`config.mk`:
```
export PLATFORM = sky130hd
export DESIGN_NAME = opb_rr_arbiter
export DESIGN_NICKNAME = d
export VERILOG_FILES = /design/src/rtl/opb_rr_arbiter.sv
export SDC_FILE = /design/constraint.sdc
export NUM_CORES = 1
export LEC_CHECK = 0
export CORE_AREA = 2 2 70 72
export DETAILED_ROUTE_END_ITERATION = 12
export DIE_AREA = 0 0 72 74
export GPL_ROUTABILITY_DRIVEN = 0
export GPL_TIMING_DRIVEN = 0
export SLEW_MARGIN = 10
export SYNTH_ARGS = -nofsm -noshare
export SYNTH_HDL_FRONTEND = slang
export SYNTH_SLANG_ARGS = --single-unit
```
`constraint.sdc`:
```
create_clock -name OPB_Clk -period 5.8 [get_ports OPB_Clk]
set_clock_uncertainty 0.1 [all_clocks]
set_input_delay 1.16 -clock OPB_Clk [delete_from_list [all_inputs] [get_ports OPB_Clk]]
set_output_delay 1.16 -clock OPB_Clk [all_outputs]
set_load 0.03 [all_outputs]
```
`src/rtl/opb_rr_arbiter.sv`:
```
// ---------------------------------------------------------------------------
// opb_rr_arbiter -- round-robin arbiter and bus watchdog for the shared OPB
// segment (master 0 = EPB32-to-OPB bridge, others = DMA/config masters).
//
// Ports
//   OPB_Clk, OPB_Rst             clock (rising edge), async active-high reset
//   M_request/M_busLock/M_select per-master request, lock and bus-in-use
//   OPB_xferAck/errAck/retry     slave responses that feed the watchdog
//   OPB_MGrant                   registered one-hot (or zero) grant
//   OPB_timeout                  registered one-cycle watchdog pulse
//   arb_owner                    index of the current / last bus owner
//   arb_busy                     high while in GRANT or BUSY
//   arb_err                      one-cycle pulse on select protocol violation
// ---------------------------------------------------------------------------

// Per-master ownership decode: flags whether this master is the owner and
// whether it is driving M_select without owning the bus.
module opb_rr_lane #(
   parameter int IDX_W = 1,
   parameter int IDX   = 0
) (
   input  logic [IDX_W-1:0] owner,
   input  logic             sel,
   output logic             is_owner,
   output logic             nonowner_sel
);
   assign is_owner     = (owner == IDX_W'(IDX));
   assign nonowner_sel = sel && !is_owner;
endmodule

module opb_rr_arbiter #(
   parameter int NUM_MASTERS    = 2,
   parameter int IDX_W          = 1,
   parameter int GRANT_WAIT     = 4,
   parameter int TIMEOUT_CYCLES = 16
) (
   input  logic                   OPB_Clk,
   input  logic                   OPB_Rst,
   input  logic [NUM_MASTERS-1:0] M_request,
   input  logic [NUM_MASTERS-1:0] M_busLock,
   input  logic [NUM_MASTERS-1:0] M_select,
   input  logic                   OPB_xferAck,
   input  logic                   OPB_errAck,
   input  logic                   OPB_retry,
   output logic [NUM_MASTERS-1:0] OPB_MGrant,
   output logic                   OPB_timeout,
   output logic [IDX_W-1:0]       arb_owner,
   output logic                   arb_busy,
   output logic                   arb_err
);

   typedef enum logic [1:0] {IDLE, GRANT, BUSY} state_t;

   state_t                 state;
   logic [3:0]             wait_cnt;
   logic [7:0]             wd_cnt;

   logic [NUM_MASTERS-1:0] owner_oh;
   logic [NUM_MASTERS-1:0] nonowner_sel;
   logic [NUM_MASTERS-1:0] winner_oh;
   logic [IDX_W-1:0]       winner;
   int                     cand;
   logic                   owner_req, owner_sel, owner_lock;
   logic                   multi_sel, viol, any_ack;

   for (genvar i = 0; i < NUM_MASTERS; i++) begin : g_lane
      opb_rr_lane #(.IDX_W(IDX_W), .IDX(i)) u_lane (
         .owner        (arb_owner),
         .sel          (M_select[i]),
         .is_owner     (owner_oh[i]),
         .nonowner_sel (nonowner_sel[i])
      );
   end

   assign owner_req  = |(M_request & owner_oh);
   assign owner_sel  = |(M_select  & owner_oh);
   assign owner_lock = |(M_busLock & owner_oh);
   // x & (x-1) clears the lowest set bit; anything left means >1 select
   assign multi_sel  = (M_select & (M_select - NUM_MASTERS'(1))) != '0;
   assign viol       = (|nonowner_sel) || multi_sel;
   assign any_ack    = OPB_xferAck || OPB_errAck || OPB_retry;
   assign arb_busy   = (state != IDLE);

   // Rotating priority: scan distances N..1 from the last owner so the
   // nearest requester after it is the last assignment and wins. The owner
   // itself sits at distance N, so a lone requester always wins again.
   always_comb begin
      winner = arb_owner;
      cand   = 0;
      for (int k = NUM_MASTERS; k >= 1; k--) begin
         cand = int'(arb_owner) + k;
         if (cand >= NUM_MASTERS) cand = cand - NUM_MASTERS;
         for (int j = 0; j < NUM_MASTERS; j++)
            if (M_request[j] && (j == cand)) winner = IDX_W'(j);
      end
   end

   always_comb begin
      winner_oh = '0;
      for (int j = 0; j < NUM_MASTERS; j++)
         winner_oh[j] = (winner == IDX_W'(j));
   end

   always_ff @(posedge OPB_Clk or posedge OPB_Rst) begin
      if (OPB_Rst) begin
         state       <= IDLE;
         OPB_MGrant  <= '0;
         OPB_timeout <= 1'b0;
         arb_owner   <= IDX_W'(NUM_MASTERS - 1);
         arb_err     <= 1'b0;
         wait_cnt    <= '0;
         wd_cnt      <= '0;
      end else begin
         // Violations are only reported; they never steer the FSM.
         arb_err     <= viol;
         OPB_timeout <= 1'b0;
         case (state)
            IDLE: begin
               wd_cnt   <= '0;
               wait_cnt <= '0;
               if (|M_request) begin
                  OPB_MGrant <= winner_oh;
                  arb_owner  <= winner;
                  state      <= GRANT;
               end else begin
                  OPB_MGrant <= '0;
               end
            end
            GRANT: begin
               if (owner_sel) begin
                  OPB_MGrant <= '0;
                  wd_cnt     <= '0;
                  state      <= BUSY;
               end else if (!owner_req || (wait_cnt == 4'(GRANT_WAIT - 1))) begin
                  // Owner index is kept so the next round rotates past it.
                  OPB_MGrant <= '0;
                  state      <= IDLE;
               end else begin
                  wait_cnt <= wait_cnt + 4'd1;
               end
            end
            BUSY: begin
               if (owner_sel) begin
                  // Ack beats the threshold when both land together.
                  if (any_ack) begin
                     wd_cnt <= '0;
                  end else if (wd_cnt == 8'(TIMEOUT_CYCLES - 1)) begin
                     OPB_timeout <= 1'b1;
                     wd_cnt      <= '0;
                  end else begin
                     wd_cnt <= wd_cnt + 8'd1;
                  end
               end else if (owner_lock && owner_req) begin
                  // Locked owner keeps the bus: regrant without rotating.
                  OPB_MGrant <= owner_oh;
                  wait_cnt   <= '0;
                  wd_cnt     <= '0;
                  state      <= GRANT;
               end else begin
                  wd_cnt <= '0;
                  state  <= IDLE;
               end
            end
            default: begin
               OPB_MGrant <= '0;
               state      <= IDLE;
            end
         endcase
      end
   end

endmodule

```
Yosys cells after proc, flatten, opt, wreduce, memory -nomap -nowiden
Cells that the tools add are included.

word-level totals
  register bits = 19
  output and inout port bits = 6
  logic and storage cells = 95

operators by class
  add/subtract/negate cells = 7
  $lt $le $gt $ge = 2
  equal/unequal tests = 13
  mux-type cells = 31
  bitwise operators = 6
  reduce and logical (&&, ||, !) cells = 29

operator list
  kind                                                                   number
  2-bit by 32-bit equality test with 1-bit output, first input constant  2
  32-bit logical NOT                                                     2
  32-bit two-way mux                                                     2
  8-bit two-way mux                                                      4
  8-bit case mux with 3 select lines                                     1
  2-bit two-way mux                                                      8
  4-bit two-way mux                                                      4
  2-bit != test, second input constant                                   6
  2-bit case mux with 3 select lines                                     2
  4-bit case mux with 3 select lines                                     1
  2-bit OR reduction                                                     5
  1-bit two-way mux                                                      9
  8-bit by 1-bit adder with 8-bit output, second input constant          1
  2-bit bitwise AND                                                      4
  8-bit by 4-bit equality test with 1-bit output, second input constant  1
  1-bit logical AND                                                      7
  3-bit AND reduction                                                    2
  5-bit AND reduction                                                    1
  4-bit by 1-bit adder with 4-bit output, second input constant          1
  4-bit by 2-bit equality test with 1-bit output, second input constant  1
  1-bit logical OR                                                       4
  2-bit AND reduction                                                    2
  2-bit nonzero test                                                     2
  3-bit by 2-bit subtractor with 4-bit output, second input constant     1
  other kinds (13)                                                       15

Depth between registers and ports, before layout
Gate-level depths: netlist (run 1).

  depth after elaboration = 12
  depth in mapped cells = 6

Hierarchy
A second synthesis (run 1) with hierarchy kept.

second synthesis, totals
  cell total of the unflattened synthesis = 135
  area, all modules = 1,211.2 um^2

by module, submodules not included
  module                           instances  cells an instance  area an instance (um^2)  sequential area each (um^2)
  opb_rr_arbiter                   1          131                1,179.9                  476.7
  opb_rr_lane at g_lane[1].u_lane  1          2                  21.3                     0.0
  opb_rr_lane at g_lane[0].u_lane  1          2                  10.0                     0.0

Least setup slack after synthesis (run 1)
Ideal clock, no wire load.

  path type = input-to-reg
  from = input port M_select[0]
  to = register OPB_MGrant[0]
  data arrival time = 2.194 ns
  path slack = 3.379 ns
  stages on the path = 4
  cell sequence = mux2_4 -> nor4_4 -> a41oi_2 -> mux2_1

on the way
  cells in the longest elaborated chain, start to end = 4

RTL lines
  element                                                                              RTL line  source
  start, declared                                                                      41        input logic [NUM_MASTERS-1:0] M_select,
  2-bit bitwise AND *                                                                  76        assign owner_sel = |(M_select & owner_oh);
  2-bit OR reduction *                                                                 76
  3-bit != test (no line), or another cell as far along                                --
  3-bit AND reduction (no line) or 2-bit case mux with 3 select lines (tied branches)  --
  end signal, assigned                                                                 122       OPB_MGrant <= winner_oh;
  end signal, assigned                                                                 155       OPB_MGrant <= owner_oh;
  end, declared                                                                        45        output logic [NUM_MASTERS-1:0] OPB_MGrant,

Mark *: on every way between the ends. The rest lies on a longest branch, timed or not.
A chain may end at the register's enable or synchronous reset.

Final worst setup path (run 1)
  from = register state[0]
  to = output port arb_busy

on the way
  cells in the longest elaborated chain, start to end = 1

RTL lines
  element                 RTL line  source
  start, declared         54        state_t state;
  start signal, assigned  106       state <= IDLE;
  start signal, assigned  124       state <= GRANT;
  start signal, assigned  133       state <= BUSY;
  2-bit nonzero test      82        assign arb_busy = (state != IDLE);
  end, declared           48        output logic arb_busy,

Every way passes these cells.

==> results of run 1 <==
[cells by family (layout without fill, tap and decap cells)]
group,count (synthesis),in the layout
and+or+nand+nor,48,48
AOI/OAI and AO/OA,28,28
DFF,19,19
buffers and inverters,9,29
muxes,8,8
adders and majority gates,2,2
[area by class of cell]
type                       instances  area share [%]
inverter                           5           1.359
buffer                             4           1.449
clock inverter                     1          0.3623
sequential                        19           34.51
multi-input combinational         86           42.84
clock buffer                       3           2.989
timing repair buffer              16           11.59
tap                               54           4.891
[routing by layer]
metal / routed length, microns / vias up / track usage [%]
met1: 1155 / 428 / 13.76
met3: 67 / 0 / 1.897
met2: 1022 / 13 / 14.09
li1: - / 456 / -
met4: 0 / 0 / 3.774
met5: 0 / - / 0
[per-stage QoR]
stage	power (uW)	hold slack [ns]	instances
after floorplan	356.3	0.3848	114
after global placement	430.2	0.3659	184
after detailed placement	429.3	0.3759	184
after CTS	525.5	0.3937	188
after global routing	559.4	0.4074	188
final	520.5	0.3854	188
[layout by cell type (no fill, tap or decap), types with 2 or more instances in the layout]
| cell | synthesis | routed |
|---|---|---|
| a211oi_1 | 2 | 2 |
| a21oi_1 | 10 | 10 |
| buf_2 | 3 | 3 |
| clkbuf_8 | 0 | 3 |
| clkdlybuf4s50_1 | 0 | 16 |
| dfrtp_1 | 18 | 18 |
| ha_1 | 2 | 2 |
| inv_1 | 5 | 5 |
| mux2_1 | 2 | 2 |
| mux2_2 | 2 | 2 |
| mux2i_1 | 3 | 3 |
| nand2_1 | 10 | 10 |
| nand2b_1 | 2 | 2 |
| nand3_1 | 7 | 7 |
| nand4_1 | 2 | 2 |
| nor2_1 | 6 | 6 |
| nor2b_1 | 3 | 3 |
| o21ai_0 | 5 | 5 |
| o31ai_1 | 2 | 2 |
| or2b_2 | 2 | 2 |
| or3_1 | 4 | 4 |
[flip-flops by register name, summed over array words and instances, names as in the netlist]
name         flops
wd_cnt           8
wait_cnt         4
state            2
arb_err          1
arb_owner        1
OPB_MGrant       2
OPB_timeout      1
[power by group through the flow]
stage,clock [uW],combinational [uW],sequential (uW)
4_1_cts,97.3,255,173
2_1_floorplan,0,161,195
3_3_place_gp,0,254,176
5_1_grt,101,280,178
6_report,94.1,253,173
3_5_place_dp,0,254,176
[worst paths after layout]
path / startpoint / endpoint / cells past startpoint
max: state[0] / arb_busy / 4
min: OPB_MGrant[1] / OPB_MGrant[1] / 1
max reg2reg: arb_owner / wait_cnt[3] / 4
min reg2reg: OPB_MGrant[1] / OPB_MGrant[1] / 1
max in group asynchronous: OPB_Rst / wait_cnt[2] / 2
min in group asynchronous: OPB_Rst / wd_cnt[6] / 2
==> impl_results.md, run 1 <==
* PostCTS Resize Cnt at 0
* Core area at 4598 sq um
* Root buf cell: clkbuf_8
* CP startpoint kind: flip-flop
* Sequential fraction of the synthesis area at 43.05%
* Largest family of logic cells by synthesized area: simple AND/OR/NAND/NOR gates
* Critical Path RT at 4.54 ns
* Fill count at 480
* Die W at 72 microns
* Post-synth cell types at 43
* Syn nets at between 100 and 150
* Die Span Y at approximately 74 microns
* Area Overhead vs Synth at 24.75%
* Outcome: complete, no violations
* Total global routing track utilization at approximately a tenth
* Synthesis-stage register bit count at 19
* Largest net degree at the start of global routing at 20
* Average wire per standard cell at around 12 microns
* Most used DFF post-synth: dfrtp_1
* Clock Sinks at 19
* N_diodes at 0
* Final setup margin at 2.853 ns
* Tmin final at just under 3 ns
* Multi-input logic area at a little under 600 sq um
* Post-synth top area share at roughly two fifths
* DR DRC count at 0
* First-pass GRT wire length at 4002 microns
* Pwr Density at approximately 380 nW/um^2
* Compound-Gate Fraction of Synth Area at between 10% and 20%
* Fin. max-slew vios at 0
* P_int at between 300 and 400 uW
* Initial antenna violation count at 0
* Most frequent cell after synthesis: dfrtp_1
* P_leak at around 0.00057 uW
* Finished Core Util at 30.04%
* RSZ-0062 raised after global routing: false
* Comb pwr share at between 40% and 50%
* Num CTS Buffers at 3
* Fin crit share at between 50% and 60%
* Starting DRC count in detailed routing at 53
* Mapped Area at 1107 sq um
* Critical Path, Cell by Cell: clkbuf_2 > nor2_1 > inv_1 > clkdlybuf4s50_1
* CP peak stage delay at just under 0.6 ns
* Initial cell density of the core at around 24%
* Worst skew pair latency at about 0.26 ns
* Setup TNS at 0 ns
* Mapped Avg Cell Area at approximately 9.7 sq um
* Final hold violations at 0
* Worst hold path type: reg -> reg
* CTS tree: done
* Die area at between 5000 and 6000 sq um
* Vias per Instance at between 4 and 5
* DRT antenna net count at 0
* Sw power at 212.4 uW
* Setup bufs post-CTS at 0
* Cell taking the most area after synthesis: dfrtp_1
* Worst-Margin Slew at 0.7359 ns
* Proportion of synthesized area in mux cells at 8.136%
* GRT Residual Overflow at 0
* EDFF count, synth at 0
* Final Instance Area at 1381 sq um
* Row count at 25
* Max_cap viols at 0
* Sequential Power Share at between 30% and 40%
* DP HPWL at roughly 1700 microns
* Share of cells above drive strength 1 at 16.42%
* WS Path Type: reg -> out
* Yosys warns at 0
* Slowest cell on the critical path: clkdlybuf4s50_1
* Crit path max-delay family: buffers and inverters
* CTS Buffer Depth at 2
* Top cells by count, synth: dfrtp_1, a21oi_1, nand2_1
* CTS clk-pin slew, worst paths at about 0.08 ns
* Post-Synth Adder-Cell Area at approximately 2.3%
* Register Area at 476.7 sq um
* Port-buffer cells at 16
* Xor/xnor cell area share of the yosys netlist at 0%
* Synth top area cells: dfrtp_1, a21oi_1, nand2_1
* Nets at between 100 and 150
* Critical path data arrival time at 1.69 ns
* Vias in the first global route at 860
* Synth Area in Simple Gates at a little over a quarter
* Clk pwr share at 18.1%
* Reg2reg setup slack at about 3.8 ns
* Largest fanout on the critical path at 8
* Max Clk Rate at 0.3393 GHz
* Cells after Synth at approximately 110
* Hold buffer count at cts at 0
* Crit end category: output port
* Critical path buffers and inverters at 3
* Via count at between 800 and 900
* Endpoints failing setup at 0
* Slew Limit Headroom at between 50% and 60%
* H-tree depth at 1
* FFs w/ async S/R, synth at between 90% and 100%
* Routed wire length at 2246 microns
* Pre-CTS WS at 2.783 ns
* Switching share of total power at 40.81%
* Ports at 17
* Placed Area at approximately 1300 sq um
* Max VDD drop at 0.08729 mV
* Drt pass-1 iters at 4
Power figures use the tool's default switching activity.
==> inputs of run 2 (changes only) <==
==> constraint.sdc (replaced) <==
create_clock -name OPB_Clk -period 2.85 [get_ports OPB_Clk]
set_clock_uncertainty 0.1 [all_clocks]
set_input_delay 0.57 -clock OPB_Clk [delete_from_list [all_inputs] [get_ports OPB_Clk]]
set_output_delay 0.57 -clock OPB_Clk [all_outputs]
set_load 0.03 [all_outputs]
==> results of run 2 <==
The final DEF is identical to that of run 1. Status: complete, no violations.
Among the figures that moved: setup slack after placement 2.783 ns -> 0.4230 ns; setup slack after layout 2.853 ns -> 0.4925 ns; register-to-register setup slack 3.79 ns -> 0.84 ns; total power 520.5 uW -> 1059 uW; worst IR drop on VDD 0.08729 mV -> 0.1776 mV
==> inputs of run 3 (changes only) <==
==> constraint.sdc (replaced) <==
create_clock -name OPB_Clk -period 2.4 [get_ports OPB_Clk]
set_clock_uncertainty 0.1 [all_clocks]
set_input_delay 0.48 -clock OPB_Clk [delete_from_list [all_inputs] [get_ports OPB_Clk]]
set_output_delay 0.48 -clock OPB_Clk [all_outputs]
set_load 0.03 [all_outputs]
==> run 3 against run 2 <==
Hold slack is the same. Global-route usage stayed put. First-iteration DRC count shrank 3.8%. Critical endpoint unchanged. Largest cell class unchanged.
==> impl_results.md, run 3 (synthesized netlist as in run 1, its figures left out) <==
* Outcome: complete, no violations
* Average wire per standard cell at 11.99 microns
* GRT Residual Overflow at 0
* Crit Reg-Reg Endpoint: wait_cnt[3]
* Hold Path Stages at 1
* H-tree depth at 1
* Register Area at 476.7 sq um
* First-pass GRT wire length at around 4000 microns
* Clock Sinks at 19
* Fin. max-slew vios at 0
* Total global routing track utilization at roughly a tenth
* Ports at 17
* Hold EP: OPB_MGrant[1]
* Via count at around 900
* Crit path max-delay family: buffers and inverters
* CTS tree: done
* Die area at 5328 sq um
* Area Overhead vs Synth at 24.97%
* Critical Path, Cell by Cell: clkbuf_2 > nor2_2 > inv_1 > clkdlybuf4s50_1
* Setup TNS at 0 ns
* Finished Core Util at between 30 and 40%
* Hold buffer count at cts at 0
* Tmin final at about 2.2 ns
* Max Clk Rate at approximately 0.46 GHz
* Fill count at around 480
* Nets at roughly 150
* RSZ-0062 raised after global routing: false
* DP HPWL at around 1700 microns
* Crit end category: output port
* Biggest regs: wd_cnt x8, wait_cnt x4
* Final Instance Area at between 1000 and 1500 sq um
* Setup bufs post-CTS at 0
* Initial cell density of the core at approximately a quarter
* Drt pass-1 iters at 4
* Num CTS Buffers at 3
* Commonest non-fill, non-tap cell in the layout: dfrtp_1
* DRT antenna net count at 0
* Vias in the first global route at 860
* WS Path Type: reg -> out
* P_leak at ~0.00057 uW
* Reg2reg setup slack at just under 0.4 ns
* Reg-to-Reg Start: arb_owner
* Pwr Density at roughly 910 nW/um^2
* Root buf cell: clkbuf_8
* Fin crit share at about nine tenths
* Core area at 4598 sq um
* Die Span Y at approximately 74 microns
* Share of cells above drive strength 1 at 17.16%
* Initial antenna violation count at 0
* Worst skew pair latency at 0.26 ns
* Slew Limit Headroom at about 51%
* Multi-input logic area at approximately 590 sq um
* Hold_sp: OPB_MGrant[1]
* Final hold violations at 0
* Max_cap viols at 0
* Worst hold path type: reg -> reg
* Port-buffer cells at 16
* Max VDD drop at approximately 0.21 mV
* Largest net degree at the start of global routing at 20
* CP startpoint kind: flip-flop
* Routed wire length at between 2000 and 2500 microns
* R2R cell count at 4
* Die W at approximately 72 microns
* Most frequent cells in the layout: dfrtp_1, clkdlybuf4s50_1, nand2_1, a21oi_1, nand3_1
* Placed Area at ~1300 sq um
* Critical path buffers and inverters at 3
* Slowest cell on the critical path: clkdlybuf4s50_1
* Endpoints failing setup at 0
* Critical path data arrival time at between 1.5 and 2 ns
* CTS Buffer Depth at 2
* Row count at 25
* Largest fanout on the critical path at 8
* Vias per Instance at between 4 and 5
* Worst-Margin Slew at 0.7368 ns
* DR DRC count at 0
* Critical Path RT at ~1.8 ns
* N_diodes at 0
* Max reg flops at 8
* CTS clk-pin slew, worst paths at roughly 0.080 ns
* Top reg by flops: wd_cnt
* CP peak stage delay at about 0.58 ns
* Starting DRC count in detailed routing at 51
==> run 3: report_power, final <==
group	switching (uW)	leakage [uW]	internal, uW	total [uW]
combinational	366	0.000286	249	616
clock	113	0.0000255	115	229
sequential	38.8	0.000254	382	420
==> run 3: how the worst max path moves through the flow <==
stage	startpoint	cells past startpoint	endpoint
after detailed placement	M_select[0]	5	OPB_MGrant[1]
after global routing	state[0]	4	arb_busy
after global placement	M_select[0]	5	wait_cnt[3]
final	state[0]	4	arb_busy
after floorplan	arb_owner	4	OPB_MGrant[0]
after CTS	state[0]	4	arb_busy
==> run 3: per-layer routing <==
metal  up-vias  wire [microns]  track usage [%]
met1       429            1162            13.76
met2        13            1023            14.09
met5         -               0                0
met4         0               0            3.774
met3         0              67            1.897
li1        456               -                -
==> run 3: what timing repair did <==
item,4_1_cts,5_1_grt
hold endpoints to repair,0,0
endpoints found under the setup margin,0,1
resized for setup,0,1
==> run 3: per-stage QoR <==
step	hold WS (ns)	total power [uW]	setup slack, ns	cells
finish	0.3854	1265	0.2104	188
global route	0.4074	1357	0.09721	188
CTS	0.3937	1270	0.1007	188
detailed placement	0.3759	1037	0.06299	184
global placement	0.3659	1040	0.05907	184
floorplan	0.3304	861.1	0.4347	114
==> run 3: final cells by class <==
type,instances,share of cell area (%)
Buffer,4,1.447
Sequential cell,19,34.45
Clock buffer,3,2.984
Inverter,5,1.356
Tap cell,54,4.882
Clock inverter,1,0.3617
Timing Repair Buffer,16,11.57
Multi-Input combinational cell,86,42.95
